## src/rtl/traffic_pkg.sv

```systemverilog
// traffic_pkg
//   Shared types for the intersection phase scheduler.
//   phase_e  : scheduler state, also driven out as the debug/phase output
//   light_e  : per-approach light code consumed by the pixel renderer
//   lights_t : highway/farm-road light pair
//   decode_lights() : phase -> light pair; the only place the light policy lives
package traffic_pkg;

    typedef enum logic [2:0] {
        AR_TO_H = 3'd0,
        HG      = 3'd1,
        HY      = 3'd2,
        AR_TO_F = 3'd3,
        FG      = 3'd4,
        FY      = 3'd5
    } phase_e;

    typedef enum logic [1:0] {
        L_RED = 2'd0,
        L_YEL = 2'd1,
        L_GRN = 2'd2
    } light_e;

    typedef struct packed {
        light_e hwy;
        light_e farm;
    } lights_t;

    // Every phase has at least one approach on RED, so the two lights can
    // never be non-RED at the same time.
    function automatic lights_t decode_lights(phase_e p);
        lights_t l;
        l.hwy  = L_RED;
        l.farm = L_RED;
        case (p)
            HG:      l.hwy  = L_GRN;
            HY:      l.hwy  = L_YEL;
            FG:      l.farm = L_GRN;
            FY:      l.farm = L_YEL;
            default: ;
        endcase
        return l;
    endfunction

endpackage

```

## src/rtl/phase_timer.sv

```systemverilog
// phase_timer
//   Loadable down-counter that saturates at zero.
//   Ports:
//     clk, rst_n   clock, asynchronous active-low reset (count <- RST_VAL)
//     load         load load_val this cycle (takes priority over counting)
//     load_val     value loaded, normally phase duration minus one
//     count        current count
//     zero         count == 0
module phase_timer #(
    parameter int          TW      = 6,
    parameter int unsigned RST_VAL = 0
) (
    input  logic          clk,
    input  logic          rst_n,
    input  logic          load,
    input  logic [TW-1:0] load_val,
    output logic [TW-1:0] count,
    output logic          zero
);

    assign zero = (count == '0);

    always_ff @(posedge clk or negedge rst_n) begin
        if (!rst_n) begin
            count <= TW'(RST_VAL);
        end else if (load) begin
            count <= load_val;
        end else if (!zero) begin
            count <= count - 1'b1;
        end
    end

endmodule

```

## src/rtl/phase_scheduler.sv

```systemverilog
// phase_scheduler
//   Highway / farm-road intersection sequencer. The highway rests on green;
//   farm-road sensors raise a latched request that buys the farm road a green
//   of MIN_GRN..MAX_GRN cycles, extended while a car is still sensed.
//   One down-counter (phase_timer) times every phase.
//   Ports:
//     clk, rst_n   clock, asynchronous active-low reset
//     SN, SS       north/south farm-road car sensors (synchronous inputs)
//     phase        current phase (phase_e), registered
//     hwy_light    highway light code, registered with phase
//     farm_light   farm-road light code, registered with phase
//     farm_req     latched pending farm-road request
//     phase_start  one-cycle pulse on the first cycle of every new phase
//   Build option: SENSOR_DEBOUNCE_EN -- when defined each sensor is 2-flop
//   synchronised and must be stable DEB cycles before sense follows it;
//   otherwise sense is SN|SS registered once.
module phase_scheduler
    import traffic_pkg::*;
#(
    parameter int MIN_GRN = 8,
    parameter int MAX_GRN = 32,
    parameter int YEL     = 4,
    parameter int AR      = 2,
    parameter int TW      = 6,
    parameter int DEB     = 3
) (
    input  logic   clk,
    input  logic   rst_n,
    input  logic   SN,
    input  logic   SS,
    output phase_e phase,
    output light_e hwy_light,
    output light_e farm_light,
    output logic   farm_req,
    output logic   phase_start
);

    generate
        if ((MAX_GRN - 1 > (2**TW) - 1) || (MIN_GRN < 1) || (MAX_GRN < 1) ||
            (YEL < 1) || (AR < 1) || (DEB < 1) || (MIN_GRN > MAX_GRN)) begin : g_bad_cfg
            $error("phase_scheduler: illegal duration/timer-width configuration");
        end
    endgenerate

    // In FG the timer starts at MAX_GRN-1, so MIN_GRN cycles have elapsed
    // once it has fallen to MAX_GRN-MIN_GRN or below.
    localparam logic [TW-1:0] FG_MIN_DONE = TW'(MAX_GRN - MIN_GRN);

    logic          sense;
    logic [TW-1:0] timer_count;
    logic          timer_zero;
    logic          timer_load;
    logic [TW-1:0] timer_val;
    phase_e        next_phase;
    logic          phase_chg;
    lights_t       next_lights;

`ifdef SENSOR_DEBOUNCE_EN
    localparam int CW = $clog2(DEB + 1);

    logic [1:0]    sync1;
    logic [1:0]    sync2;
    logic [1:0]    deb;
    logic [CW-1:0] deb_cnt [2];

    // deb[i] follows sync2[i] only after DEB consecutive cycles of disagreement.
    always_ff @(posedge clk or negedge rst_n) begin
        if (!rst_n) begin
            sync1 <= '0;
            sync2 <= '0;
            deb   <= '0;
            for (int i = 0; i < 2; i++) deb_cnt[i] <= '0;
        end else begin
            sync1 <= {SS, SN};
            sync2 <= sync1;
            for (int i = 0; i < 2; i++) begin
                if (sync2[i] == deb[i]) begin
                    deb_cnt[i] <= '0;
                end else if (deb_cnt[i] == CW'(DEB - 1)) begin
                    deb[i]     <= sync2[i];
                    deb_cnt[i] <= '0;
                end else begin
                    deb_cnt[i] <= deb_cnt[i] + 1'b1;
                end
            end
        end
    end

    assign sense = |deb;
`else
    logic sense_q;

    always_ff @(posedge clk or negedge rst_n) begin
        if (!rst_n) sense_q <= 1'b0;
        else        sense_q <= SN | SS;
    end

    assign sense = sense_q;
`endif

    function automatic logic [TW-1:0] dur_m1(phase_e p);
        case (p)
            HG:      return TW'(MIN_GRN - 1);
            HY, FY:  return TW'(YEL - 1);
            FG:      return TW'(MAX_GRN - 1);
            default: return TW'(AR - 1);
        endcase
    endfunction

    phase_timer #(
        .TW      (TW),
        .RST_VAL (AR - 1)
    ) u_timer (
        .clk      (clk),
        .rst_n    (rst_n),
        .load     (timer_load),
        .load_val (timer_val),
        .count    (timer_count),
        .zero     (timer_zero)
    );

    always_comb begin
        next_phase = phase;
        case (phase)
            AR_TO_H: if (timer_zero)             next_phase = HG;
            HG:      if (timer_zero && farm_req) next_phase = HY;
            HY:      if (timer_zero)             next_phase = AR_TO_F;
            AR_TO_F: if (timer_zero)             next_phase = FG;
            FG:      if (timer_zero || ((timer_count <= FG_MIN_DONE) && !sense))
                                                 next_phase = FY;
            FY:      if (timer_zero)             next_phase = AR_TO_H;
            default:                             next_phase = AR_TO_H;
        endcase
        phase_chg   = (next_phase != phase);
        timer_load  = phase_chg;
        timer_val   = dur_m1(next_phase);
        next_lights = decode_lights(next_phase);
    end

    // Lights and phase_start are computed from next_phase so they change on
    // the same edge as phase.
    always_ff @(posedge clk or negedge rst_n) begin
        if (!rst_n) begin
            phase       <= AR_TO_H;
            hwy_light   <= L_RED;
            farm_light  <= L_RED;
            farm_req    <= 1'b0;
            phase_start <= 1'b0;
        end else begin
            phase       <= next_phase;
            hwy_light   <= next_lights.hwy;
            farm_light  <= next_lights.farm;
            phase_start <= phase_chg;
            // Entering FG consumes the request even if sense is high on that edge.
            if (phase_chg && (next_phase == FG)) begin
                farm_req <= 1'b0;
            end else if (sense && (phase != FG)) begin
                farm_req <= 1'b1;
            end
        end
    end

endmodule

```

## config.mk

```make
export PLATFORM = sky130hd
export DESIGN_NAME = phase_scheduler
export DESIGN_NICKNAME = d
export VERILOG_FILES = /design/src/rtl/traffic_pkg.sv /design/src/rtl/phase_timer.sv /design/src/rtl/phase_scheduler.sv
export SDC_FILE = /design/constraint.sdc
export NUM_CORES = 1
export LEC_CHECK = 0
export CORE_ASPECT_RATIO = 1.1
export CORE_MARGIN = 2
export CORE_UTILIZATION = 30
export DETAILED_ROUTE_END_ITERATION = 8
export GPL_ROUTABILITY_DRIVEN = 0
export SKIP_LAST_GASP = 1
export SYNTH_ARGS = -nofsm -noshare
export SYNTH_HDL_FRONTEND = slang
export SYNTH_SLANG_ARGS = --single-unit
```

## constraint.sdc

```tcl
create_clock -name clk -period 2.2 [get_ports clk]
set_clock_uncertainty 0.2 [all_clocks]
set_input_delay 0.55 -clock clk [delete_from_list [all_inputs] [get_ports clk]]
set_output_delay 0.55 -clock clk [all_outputs]
set_load 0.05 [all_outputs]
```

# --- After elaboration in Yosys (flattened, before gate mapping) ---
# Cells that the tools add are included.
totals:
  regBits: 16
  latch_bits: 0
  ramBits: 0
  rom_bits: 0
  in_bits: 4
  output_inout_bits: 9
  wordCells: 46
  mem_count: 0
classes:
  addsub: 1
  n_mul: 0
  div_mod_pow: 0
  order_cmp: 1
  eq_ne: 12
  shifts: 0
  mux: 14
  bitwise_logic: 1
  n_reduce_logical: 10
op_table:
  columns: ["operator", "n"]
  rows:
  - ["3-bit two-way mux", 6]
  - ["3-bit case mux with 6 select lines", 1]
  - ["5-bit case mux with 3 select lines", 1]
  - ["3-bit equality test (second input constant)", 4]
  - ["6-bit two-way mux", 2]
  - ["3-bit by 2-bit equality test with 1-bit output (second input constant)", 3]
  - ["2-bit case mux with 2 select lines", 2]
  - ["3-bit by 1-bit equality test with 1-bit output (second input constant)", 2]
  - ["6-bit by 5-bit <= comparator with 1-bit output (second input constant)", 1]
  - ["6-bit logical NOT", 1]
  - ["6-bit by 1-bit subtractor with 6-bit output (second input constant)", 1]
  - ["1-bit logical AND", 4]
  - ["3-bit logical NOT", 1]
  - ["3-bit inequality test", 1]
  - ["3-bit inequality test (second input constant)", 1]
  - ["1-bit two-way mux", 2]
  - ["2-bit by 1-bit inequality test with 1-bit output (second input constant)", 1]
  - ["2-bit nonzero test", 1]
  - ["2-bit OR reduction", 1]
  - ["1-bit logical NOT", 1]
  - ["1-bit logical OR", 1]
  - ["1-bit OR", 1]

# --- Longest topological paths before layout ---
logic_depth:
  word_depth: 9
  depth_mapped: 8
  ltp_nobuf: 7

# --- By module ---
# A second synthesis with hierarchy kept.
hier_totals:
  hier_cells: 91
  area_unflattened_um2: 904.6
by_module_without_submodules:
  columns: ["module", "n_inst", "cells_each", "area_each_um2", "seq_area_each_um2"]
  rows:
  - ["phase_scheduler", 1, 49, 503.0, 250.2]
  - ["phase_timer", 1, 42, 401.6, 151.4]

# --- Worst setup path before layout ---
# OpenSTA, ideal clock, no wires.
synth_timing:
  path_kind: "reg-to-reg"
  from: "register u_timer.count[0]"
  to: "register u_timer.count[1]"
  setup_ns: 0.101
  arrival_time_ns: 1.919
  t_required_ns: 1.899
  setup_slack_ns: -0.020
  path_stages_with_launch: 9
  path_buffers: 1
  synth_period_minus_slack_ns: 2.220
  path_cell_list: "dfstp_2 > inv_1 > ha_1 > and2b_1 > and2_2 > buf_6 > o221ai_1 > o21ai_0 > o311ai_2"
synth_via:
  elab_chain_len: 9
  elab_cells_between_ends: 23
  classes_between: "add/sub: 1; order compare: 1; eq/ne: 6; mux: 10; reduce/logical: 5"
synth_lines:
  columns: ["item", "line_no", "source"]
  rows:
  - ["start: declaration", "phase_timer.sv:17", "output logic [TW-1:0] count,"]
  - ["start signal: assignment", "phase_timer.sv:25", "count <= TW'(RST_VAL);"]
  - ["start signal: assignment", "phase_timer.sv:27", "count <= load_val;"]
  - ["start signal: assignment", "phase_timer.sv:29", "count <= count - 1'b1;"]
  - ["6-bit by 5-bit <= comparator with 1-bit output", "phase_scheduler.sv:129", "FG: if (timer_zero || ((timer_count <= FG_MIN_DONE) && !sense))"]
  - ["1-bit logical AND", "phase_scheduler.sv:129", null]
  - ["1-bit logical OR", "phase_scheduler.sv:129", null]
  - ["3-bit two-way mux", "phase_scheduler.sv:129", null]
  - ["3-bit case mux with 6 select lines", "phase_scheduler.sv:124", "case (phase)"]
  - ["3-bit by 2-bit equality test with 1-bit output / 3-bit equality test (equally long branches)", "phase_scheduler.sv:102", "case (p)"]
  - ["2-bit OR reduction", "phase_scheduler.sv:102", null]
  - ["5-bit case mux with 3 select lines", "phase_scheduler.sv:102", null]
  - ["6-bit two-way mux", "phase_timer.sv:26", "end else if (load) begin"]
# Several ways; a longest one is shown, not always the timed one. The select of a mux whose other input is x is not followed.
# A chain may end at the register's enable or synchronous reset.

# --- Worst setup path in the final report ---
layout_timing:
  from: "register farm_light[1]"
  to: "output port farm_light[1]"
layout_lines:
  columns: ["item", "line_no", "source"]
  rows:
  - ["start: declaration", "phase_scheduler.sv:33", "output light_e farm_light,"]
  - ["start signal: assignment", "phase_scheduler.sv:152", "farm_light <= next_lights.farm;"]
# No word-level cell between the ends.

==> impl_metrics.yaml <==
power:
  power.leakage_nw: 0.536
  vdd_drop_max_uv: 860
  cellPowerDensity_nw_per_um2: 1540
floorplan:
  io_pins: 13
  die_y_um: 61.4
  coreArea_um2: 2800
  initial_core_util_pct: 32.0
  std_cell_rows: 20
  die_area_um2: 3440
  die_x_um: 56.1
placed_design:
  place_area_um2: 1090
  hpwl_um: 1500
  port_buffers: 12
hold_path:
  hold_class: "in -> async"
layout:
  area_growth_pct: 34.3
  multiInputGateArea_um2: 498
  seqCellArea_um2: 403
  nets: 116
  nFillCells: 275
  final_area_um2: 1200
  drive_above_1_share_pct: 39.4
  num_antenna_cells: 0
setup_path:
  cp_top_family: "buffers and inverters"
  crit_type: "reg -> out"
  cp_cell_sequence: "clkdlybuf4s50_1"
  cp_slowest_cell: "clkdlybuf4s50_1"
  crit_buf_inv: 1
  crit_path_end_kind: "primary output"
  crit_fanout: 1
  start_kind: "register"
  crit_required_ns: 1.45
  max_stage_delay_ns: 0.79
  arrival_ns: 1.41
sta:
  whs_ns: 0.283
  final-setup-viol-count: 0
  hold_viol_final: 0
  timing.slew.headroom_pct: 66.8
  fmax_mhz: 464
  post-route-min-period_ns: 2.16
  finalMaxSlewViolations: 0
  worst_slew_pin_slew_ns: 0.497
  fin_crit_sh_pct: 98.0
clock_tree:
  path_clk_slew_ns: 0.10
  clockBufferDepth: 2
  cts_inserted_buffers: 3
  cts_max_level: 1
  clock-sinks: 16
  cts_root_buffer: "clkbuf_4"
  hold_buffers: 0
  tritoncts: "done"
  insertion_delay_ns: 0.29
logic_synthesis:
  yosys_warnings: 0
  synth_edf_count: 0
  syn_area_per_cell_um2: 10.4
  seq_area_frac_synth_pct: 44.8
  synth_area_leaders: "dfrtp_1 (42%), nand2_1 (3.3%), a221oi_4 (2.9%), dfstp_2 (2.9%), nor2_1 (2.9%)"
  yosysUniqueCellTypes: 37
  yosysTopAreaCell: "dfrtp_1"
  syn_area_um2: 897
  netlist.area_leader.share_pct: 41.8
  ys.flop_type: "dfrtp_1"
  synthArstFlopShare_pct: 100
  ys_ff_latch: 16
  netlist_top_cells_count: "dfrtp_1 (15), nand2_1 (8), nor2_1 (7), a21oi_1 (5), inv_1 (5)"
  yosysMostFrequentCell: "dfrtp_1"
  syn_inst: 86
  syn_nets: 92
grt:
  antenna_found_initial: 0
  grt_first_pass_wirelength_um: 3190
  grt_pass1_vias: 673
  grt_remaining_overflow: 0
  grt.total_usage_pct: 12.2
  grt_max_degree: 12
detailed_routing:
  vias: 707
  viasPerCell: 4.98
  wl_met1_um: 869
  first_pass_iters: 4
  antenna_left: 0
  wl_um: 1930
  route.met2.wl_um: 944
  dr_wl_met3_um: 97
  drtIter0Drc: 6
  topRoutingLayerUsed: "met4"
  wl_per_cell_um: 13.6
  drcViolationCount: 0
outcome:
  status: "finished, final reports clean"
flow_run:
  maxCapViolCount: 0
layer usage:
metal	vias up	GRT usage, %
met5	-	0
li1	350	-
met3	2	4.62
met1	340	15.7
met4	0	2.72
met2	15	20.0
cell type report:
cell class	instances	share of cell area [%]
Multi-Input combinational cell	60	41.3
Sequential cell	16	33.4
Timing Repair Buffer	23	16.9
Tap cell	33	3.43
Clock buffer	4	3.01
Inverter	6	1.87
where the power goes:
group	switching, W	internal (W)
Sequential	0.000150	0.000414
Combinational	0.000603	0.000494
Clock	0.0000970	0.000101
final timing paths:
check / from / end / slack (ns) / depth (start not counted)
max: farm_light[1]$_DFF_PN0_ / farm_light[1] / 0.04 / 1
max in group asynchronous: rst_n / phase[2]$_DFF_PN0_ / 1.07 / 2
max reg2reg: u_timer.count[0]$_DFFE_PN1P_ / u_timer.count[4]$_DFFE_PN0P_ / 0.07 / 9
min reg2reg: phase[2]$_DFF_PN0_ / phase[1]$_DFF_PN0_ / 0.46 / 1
min: rst_n / u_timer.count[5]$_DFFE_PN0P_ / 0.28 / 1
min in group clk: phase[2]$_DFF_PN0_ / phase[1]$_DFF_PN0_ / 0.46 / 1
per-stage QoR:
step	TNS (ns)	total power [W]	setup slack, ns	cells	util [%]
after global routing	-0.000617	0.00198	-0.000617	142	43.0
final	0	0.00186	0.0438	142	43.0
after floorplan	0	0.00124	0.00989	86	-
after CTS	-0.00601	0.00179	-0.00601	142	41.4
after global placement	-0.0385	0.00151	-0.0385	136	38.9
after detailed placement	-0.0458	0.00153	-0.0390	136	38.9
what timing repair did:
action                     in CTS  in global routing
pin swaps                       2                  1
buffers inserted                2                  0
gates resized for setup         4                 13
setup endpoints to repair       4                  8
placed cells by master (no fill, tap or decap), types with 2 or more instances in the layout:
master           instances
inv_1                    3
o211a_1                  2
buf_4                   16
inv_2                    3
dfrtp_1                 14
clkbuf_4                 3
o21ai_0                  2
o31ai_2                  2
o22ai_1                  2
nand2_1                  8
o21ai_1                  2
nand2b_1                 2
clkdlybuf4s50_1          4
xnor2_1                  3
a21oi_1                  3
nor2_1                   7
a21oi_2                  2
nand4b_1                 2
worst reg2reg max path, delay by kind of cell, from the launching register on:
kind            cells  cell delay [ns]
compound gates      3             0.39
simple gates        1             0.23
flops               1             0.55
fa+ha+maj           1             0.16
buf+inv             4             0.51
registers in the layout (all words and copies together) (netlist names):
| signal | flops |
|---|---|
| hwy_light | 2 |
| farm_req | 1 |
| phase_start | 1 |
| u_timer.count | 6 |
| sense | 1 |
| phase | 3 |
| farm_light | 2 |
cells by family after synthesis:
family	count (synthesis)	share of synthesized area, %
mux	1	1.12
simple gates	29	18.1
xor+xnor	4	3.91
flops	16	44.8
buf+inv	10	6.14
compound gates	24	23.2
fa+ha+maj	2	2.79
(Power assumes the default switching activity.)
